## src/rtl/sdram_port_arbiter_pkg.sv

```systemverilog
// Shared definitions for the SDRAM burst-port arbiter: FSM encoding, width helper
// and the address/length defaults that match the SDRAM controller parameter header.
package sdram_port_arbiter_pkg;

  typedef enum logic [1:0] {
    ST_IDLE  = 2'd0,
    ST_ISSUE = 2'd1,
    ST_BUSY  = 2'd2
  } state_e;

  localparam int DEF_ASIZE = 23;
  localparam int DEF_LSIZE = 9;

  // Width of an index into n items; never narrower than one bit.
  function automatic int clog2(input int n);
    return (n <= 2) ? 1 : $clog2(n);
  endfunction

endpackage

```

## src/rtl/sdram_port_arbiter_rr_pick.sv

```systemverilog
// Combinational round-robin selector: the first set request at or after the pointer,
// wrapping modulo NPORT, wins.
module rr_pick
  import sdram_port_arbiter_pkg::*;
#(
  parameter int NPORT = 4,
  parameter int IW    = clog2(NPORT)
) (
  input  logic [NPORT-1:0] req_i,
  input  logic [IW-1:0]    ptr_i,
  output logic [NPORT-1:0] gnt_o,
  output logic [IW-1:0]    idx_o,
  output logic             valid_o
);

  logic [IW-1:0] cand;

  // Walk offsets from farthest to nearest so the nearest requester overwrites the rest.
  always_comb begin
    gnt_o   = '0;
    idx_o   = '0;
    cand    = '0;
    valid_o = |req_i;
    for (int off = NPORT - 1; off >= 0; off--) begin
      cand = IW'((int'(ptr_i) + off) % NPORT);
      if (req_i[cand]) begin
        gnt_o       = '0;
        gnt_o[cand] = 1'b1;
        idx_o       = cand;
      end
    end
  end

endmodule

```

## src/rtl/sdram_port_arbiter.sv

```systemverilog
// Round-robin arbiter that owns the SDRAM controller command port, tracking each
// burst from grant through CMD_DONE (or timeout) and returning completion to its owner.
module sdram_port_arbiter
  import sdram_port_arbiter_pkg::*;
#(
  parameter int NPORT   = 4,
  parameter int ASIZE   = DEF_ASIZE,
  parameter int LSIZE   = DEF_LSIZE,
  parameter int TIMEOUT = 1024
) (
  input  logic                   CLK,
  input  logic                   RESET,
  input  logic [NPORT-1:0]       REQ,
  input  logic [NPORT-1:0]       REQ_WE,
  input  logic [NPORT*ASIZE-1:0] REQ_ADDR,
  input  logic [NPORT*LSIZE-1:0] REQ_LEN,
  output logic [NPORT-1:0]       GNT,
  output logic [NPORT-1:0]       DONE,
  output logic                   CMD_REQ,
  output logic                   CMD_WE,
  output logic [ASIZE-1:0]       CMD_ADDR,
  output logic [LSIZE-1:0]       CMD_LEN,
  input  logic                   CMD_ACK,
  input  logic                   CMD_DONE,
  output logic                   ERR,
  output logic [2:0]             ERR_PORT
);

  localparam int IW = clog2(NPORT);
  localparam int TW = clog2(TIMEOUT);

  state_e             state_q, state_d;
  logic [IW-1:0]      ptr_q, ptr_d;
  logic [IW-1:0]      owner_q, owner_d;
  logic [NPORT-1:0]   gnt_q, gnt_d;
  logic [NPORT-1:0]   done_q, done_d;
  logic               cmd_req_q, cmd_req_d;
  logic               cmd_we_q, cmd_we_d;
  logic [ASIZE-1:0]   cmd_addr_q, cmd_addr_d;
  logic [LSIZE-1:0]   cmd_len_q, cmd_len_d;
  logic [TW-1:0]      cnt_q, cnt_d;
  logic               err_q, err_d;
  logic [2:0]         err_port_q, err_port_d;

  logic [ASIZE-1:0]   addrA [NPORT];
  logic [LSIZE-1:0]   lenA  [NPORT];
  logic [NPORT-1:0]   reqMasked;
  logic [NPORT-1:0]   pickOh;
  logic [IW-1:0]      pickIdx;
  logic               pickVld;
  logic               winZero;
  logic               timeoutHit;

  function automatic logic [IW-1:0] nextPtr(input logic [IW-1:0] idx);
    if (int'(idx) == NPORT - 1) return '0;
    else return idx + 1'b1;
  endfunction

  always_comb begin
    for (int i = 0; i < NPORT; i++) begin
      addrA[i] = REQ_ADDR[i*ASIZE +: ASIZE];
      lenA[i]  = REQ_LEN[i*LSIZE +: LSIZE];
    end
  end

  // A port just handed DONE may still show REQ this cycle; keep it out of the scan.
  assign reqMasked  = REQ & ~done_q;
  assign winZero    = (lenA[pickIdx] == '0);
  assign timeoutHit = (cnt_q == TW'(TIMEOUT - 1));

  rr_pick #(
    .NPORT (NPORT),
    .IW    (IW)
  ) u_pick (
    .req_i   (reqMasked),
    .ptr_i   (ptr_q),
    .gnt_o   (pickOh),
    .idx_o   (pickIdx),
    .valid_o (pickVld)
  );

  always_ff @(posedge CLK or posedge RESET) begin
    if (RESET) state_q <= ST_IDLE;
    else       state_q <= state_d;
  end

  always_comb begin
    state_d = state_q;
    case (state_q)
      ST_IDLE:  if (pickVld && !winZero)    state_d = ST_ISSUE;
      ST_ISSUE: if (CMD_ACK)                state_d = ST_BUSY;
      ST_BUSY:  if (CMD_DONE || timeoutHit) state_d = ST_IDLE;
      default:                              state_d = ST_IDLE;
    endcase
  end

  always_comb begin
    ptr_d      = ptr_q;
    owner_d    = owner_q;
    gnt_d      = gnt_q;
    done_d     = '0;
    cmd_req_d  = cmd_req_q;
    cmd_we_d   = cmd_we_q;
    cmd_addr_d = cmd_addr_q;
    cmd_len_d  = cmd_len_q;
    cnt_d      = cnt_q;
    err_d      = err_q;
    err_port_d = err_port_q;
    case (state_q)
      ST_IDLE: begin
        if (pickVld) begin
          if (winZero) begin
            done_d = pickOh;
            ptr_d  = nextPtr(pickIdx);
          end else begin
            gnt_d      = pickOh;
            owner_d    = pickIdx;
            cmd_req_d  = 1'b1;
            cmd_we_d   = REQ_WE[pickIdx];
            cmd_addr_d = addrA[pickIdx];
            cmd_len_d  = lenA[pickIdx];
          end
        end
      end
      ST_ISSUE: begin
        if (CMD_ACK) begin
          cmd_req_d = 1'b0;
          cnt_d     = '0;
        end
      end
      ST_BUSY: begin
        if (CMD_DONE) begin
          done_d = gnt_q;
          gnt_d  = '0;
          ptr_d  = nextPtr(owner_q);
        end else if (timeoutHit) begin
          err_d      = 1'b1;
          err_port_d = 3'(owner_q);
          gnt_d      = '0;
          ptr_d      = nextPtr(owner_q);
        end else begin
          cnt_d = cnt_q + 1'b1;
        end
      end
      default: ;
    endcase
  end

  always_ff @(posedge CLK or posedge RESET) begin
    if (RESET) begin
      ptr_q      <= '0;
      owner_q    <= '0;
      gnt_q      <= '0;
      done_q     <= '0;
      cmd_req_q  <= 1'b0;
      cmd_we_q   <= 1'b0;
      cmd_addr_q <= '0;
      cmd_len_q  <= '0;
      cnt_q      <= '0;
      err_q      <= 1'b0;
      err_port_q <= '0;
    end else begin
      ptr_q      <= ptr_d;
      owner_q    <= owner_d;
      gnt_q      <= gnt_d;
      done_q     <= done_d;
      cmd_req_q  <= cmd_req_d;
      cmd_we_q   <= cmd_we_d;
      cmd_addr_q <= cmd_addr_d;
      cmd_len_q  <= cmd_len_d;
      cnt_q      <= cnt_d;
      err_q      <= err_d;
      err_port_q <= err_port_d;
    end
  end

  assign GNT      = gnt_q;
  assign DONE     = done_q;
  assign CMD_REQ  = cmd_req_q;
  assign CMD_WE   = cmd_we_q;
  assign CMD_ADDR = cmd_addr_q;
  assign CMD_LEN  = cmd_len_q;
  assign ERR      = err_q;
  assign ERR_PORT = err_port_q;

endmodule

```

## config.mk

```make
export PLATFORM = sky130hd
export DESIGN_NAME = sdram_port_arbiter
export DESIGN_NICKNAME = d
export VERILOG_FILES = /design/src/rtl/sdram_port_arbiter_pkg.sv /design/src/rtl/sdram_port_arbiter_rr_pick.sv /design/src/rtl/sdram_port_arbiter.sv
export SDC_FILE = /design/constraint.sdc
export NUM_CORES = 1
export LEC_CHECK = 0
export CAP_MARGIN = 25
export CORE_AREA = 2 2 107 109
export DETAILED_ROUTE_END_ITERATION = 8
export DIE_AREA = 0 0 109 111
export PLACE_DENSITY_LB_ADDON = 0.15
export SYNTH_ARGS = -nofsm -noshare
export SYNTH_HDL_FRONTEND = slang
export SYNTH_SLANG_ARGS = --single-unit
```

## constraint.sdc

```tcl
create_clock -name CLK -period 3.4 [get_ports CLK]
set_clock_uncertainty 0.1 [all_clocks]
set_input_delay 0.34 -clock CLK [delete_from_list [all_inputs] [get_ports CLK]]
set_output_delay 0.34 -clock CLK [all_outputs]
set_load 0.03 [all_outputs]
```

==> flow_summary.ini <==
[yosys]
yosys.area.top_type_share = 0.362
synth_area_leaders = dfrtp_1 36%, mux2_4 7.1%, mux2i_1 6.4%
synth_common_cells = 61 x dfrtp_1, 61 x nand2_1, 27 x and2_1, 27 x mux2i_1, 27 x nor2_1
async_reset_ff_frac = 1.00
synth_enable_flop_cells = 0
syn_nets = 584
yosys.area.top_type = dfrtp_1
syn_avg_cell_area_um2 = 9.65
synth-seq-area-share = 0.362
ys_types = 51
ys_ff_latch = 61
synth_cells = 437
yosysWarnings = 0
synth_ff_type = dfrtp_1
netlist_area_um2 = 4220

[floorplan]
die_w_um = 109
rows = 39
start_util = 0.381
num_io_pins = 186
die_y_um = 111
core_region_area_um2 = 11100
die_area_um2 = 12100

[layout]
seqCellArea_um2 = 1530
antenna_cells = 0
drive_gt1_frac = 0.160
area_delta_synth_final_pct = 58.2
fillers = 971
multi_input_area_um2 = 2510
num-nets-final = 779
fin_cells = 780

[grt]
antenna_found_initial = 0
grt_overflow = 0
first_global_vias = 4229
grt_pass1_wl_um = 20200
grtUsageTotal = 0.211
grt_max_degree = 50

[sta]
setup_tns_ps = 0
hold_violations = 0
fin_crit_ps = 3240
timing.hold.ws_ps = 228
fin_crit_sh = 0.953
slew_headroom = 0.658
slew_violations = 0
rsz0062_at_grt = no
worst_slew_pin_slew_ps = 513
setup_viol = 0
fmax_ghz = 0.309

[clock_network]
cts_resized = 0
clockBufferDepth = 2
clk_pin_slew_worst_paths_ps = 60
clk_latency_ps = 320
postCtsSetupRepairBufs = 0
cts-root-buf = clkbuf_16
cts_tree = built
clock_sinks = 61
htree_levels = 3
cts_made_buffers = 9
ctsHoldBuffers = 0

[setup_path]
critical_path.endpoint = CMD_ADDR[7]$_DFFE_PP0P_
critical_path_class = in -> reg
reg2reg_depth = 10
cp_max_fo = 27
critPathLaunch = REQ[1]
r2r_slack_ps = 170
r2r_start = ptr_q[0]$_DFFE_PP0P_
startpoint_type = input pin
critPathRequiredTime_ps = 3500
cp.arrival_ps = 3340
r2r_end = CMD_ADDR[7]$_DFFE_PP0P_
cp-end-kind = flop

[flow_run]
maxCapViolCount = 0

[drt]
first_pass_iters = 4
routed_wl_um = 12300
vias_per_cell = 5.10
vias = 3981
post_drt_wl_per_cell_um = 15.8
ant_nets = 0
dr.first_iter.drc_count = 121
drc = 0

[power]
irDropWorstVdd_mv = 0.352
p_leak_nw = 2.83
total_power_mw = 6.36
power_density_nw_per_um2 = 954

[outcome]
status = complete, no violations

[place]
place.gp.congestion = 0.809
dp.cells = 764
io_buffers = 184
dp.final_hpwl_um = 9960

[min_path]
hold_path.class = in -> async
critical path: stages:
cell and delay, ps:
clkdlybuf4s50_1 490, nand2b_1 120, mux4_2 530, a21boi_4 170, a2bb2oi_4 240, buf_4 180
mux2i_1 230, and4bb_2 280, a31o_2 260, buf_12 170, mux2_4 310
layer usage:
layer / part of all wire / routed length [µm] / vias to the layer above / track usage
met3: 0.069 / 854 / 12 / 0.0535
met5: 0 / 0 / - / 0
met1: 0.39 / 4750 / 1864 / 0.236
met4: 0.013 / 155 / 0 / 0.0538
met2: 0.53 / 6540 / 130 / 0.391
li1: - / - / 1975 / -
stage by stage:
step | setup WS [ps] | util | instance area, µm²
final | 161 | 0.602 | 6670
after floorplan | 2.46 | - | 4240
after CTS | 112 | 0.601 | 6650
after detailed placement | -158 | 0.573 | 6340
after global routing | 2.42 | 0.602 | 6670
after global placement | -84.8 | 0.573 | 6340
worst min path at each step:
| stage | end | depth (start not counted) |
|---|---|---|
| 2_1_floorplan | cnt_q[0]$_DFFE_PP0P_ | 1 |
| 3_3_place_gp | ERR$_DFFE_PP0P_ | 1 |
| 3_5_place_dp | ERR$_DFFE_PP0P_ | 1 |
| 4_1_cts | ERR$_DFFE_PP0P_ | 2 |
| 5_1_grt | cnt_q[8]$_DFFE_PP0P_ | 2 |
| 6_report | ERR$_DFFE_PP0P_ | 2 |
registers in the layout (all words and copies together), names as in the netlist:
name      count
CMD_ADDR     23
cnt_q        10
CMD_LEN       9
DONE          4
GNT           4
ERR_PORT      2
owner_q       2
ptr_q         2
state_q       2
CMD_REQ       1
CMD_WE        1
ERR           1
power by group:
group          internal [mW]  switching [mW]
registers               1.02           0.207
clock network          0.590           0.334
logic                   2.06            2.15
layout make-up:
cell class,count,share of cell area
well taps,143,0.0268
inverters,9,0.00544
repair buffers,214,0.316
clock buffers,10,0.0358
multi-input cells,337,0.376
clock inverters,6,0.0105
flip-flops and latches,61,0.230
logic make-up (layout without fill, tap and decap cells):
| logic type | count (synthesis) | after routing | synth area share |
|---|---|---|---|
| other | 1 | 1 | 0.000889 |
| muxes | 64 | 64 | 0.191 |
| buffers and inverters | 39 | 239 | 0.0516 |
| AOI/OAI and AO/OA | 102 | 102 | 0.174 |
| adders and majority gates | 7 | 7 | 0.0208 |
| xor gates and xnor gates | 6 | 6 | 0.0125 |
| and+or+nand+nor | 157 | 157 | 0.186 |
| DFF | 61 | 61 | 0.362 |
placed cells by master (no fill, tap or decap), drive strengths merged, types with 2 or more instances in the layout:
cell / n
mux2: 33
o21ai: 10
nand3b: 4
o221ai: 5
a31oi: 24
a22oi: 4
mux2i: 27
o2bb2ai: 3
or3: 3
a21oi: 15
nand4: 7
dfrtp: 61
ha: 7
and3: 2
nand3: 2
mux4: 4
xor2: 6
buf: 30
nand2: 61
a211oi: 24
clkinvlp: 3
nor3: 4
and2: 27
a22o: 8
inv: 10
nand2b: 11
clkdlybuf4s50: 184
nor2b: 5
clkbuf: 10
nor2: 27
a21o: 2
(Power assumes the default switching activity.)
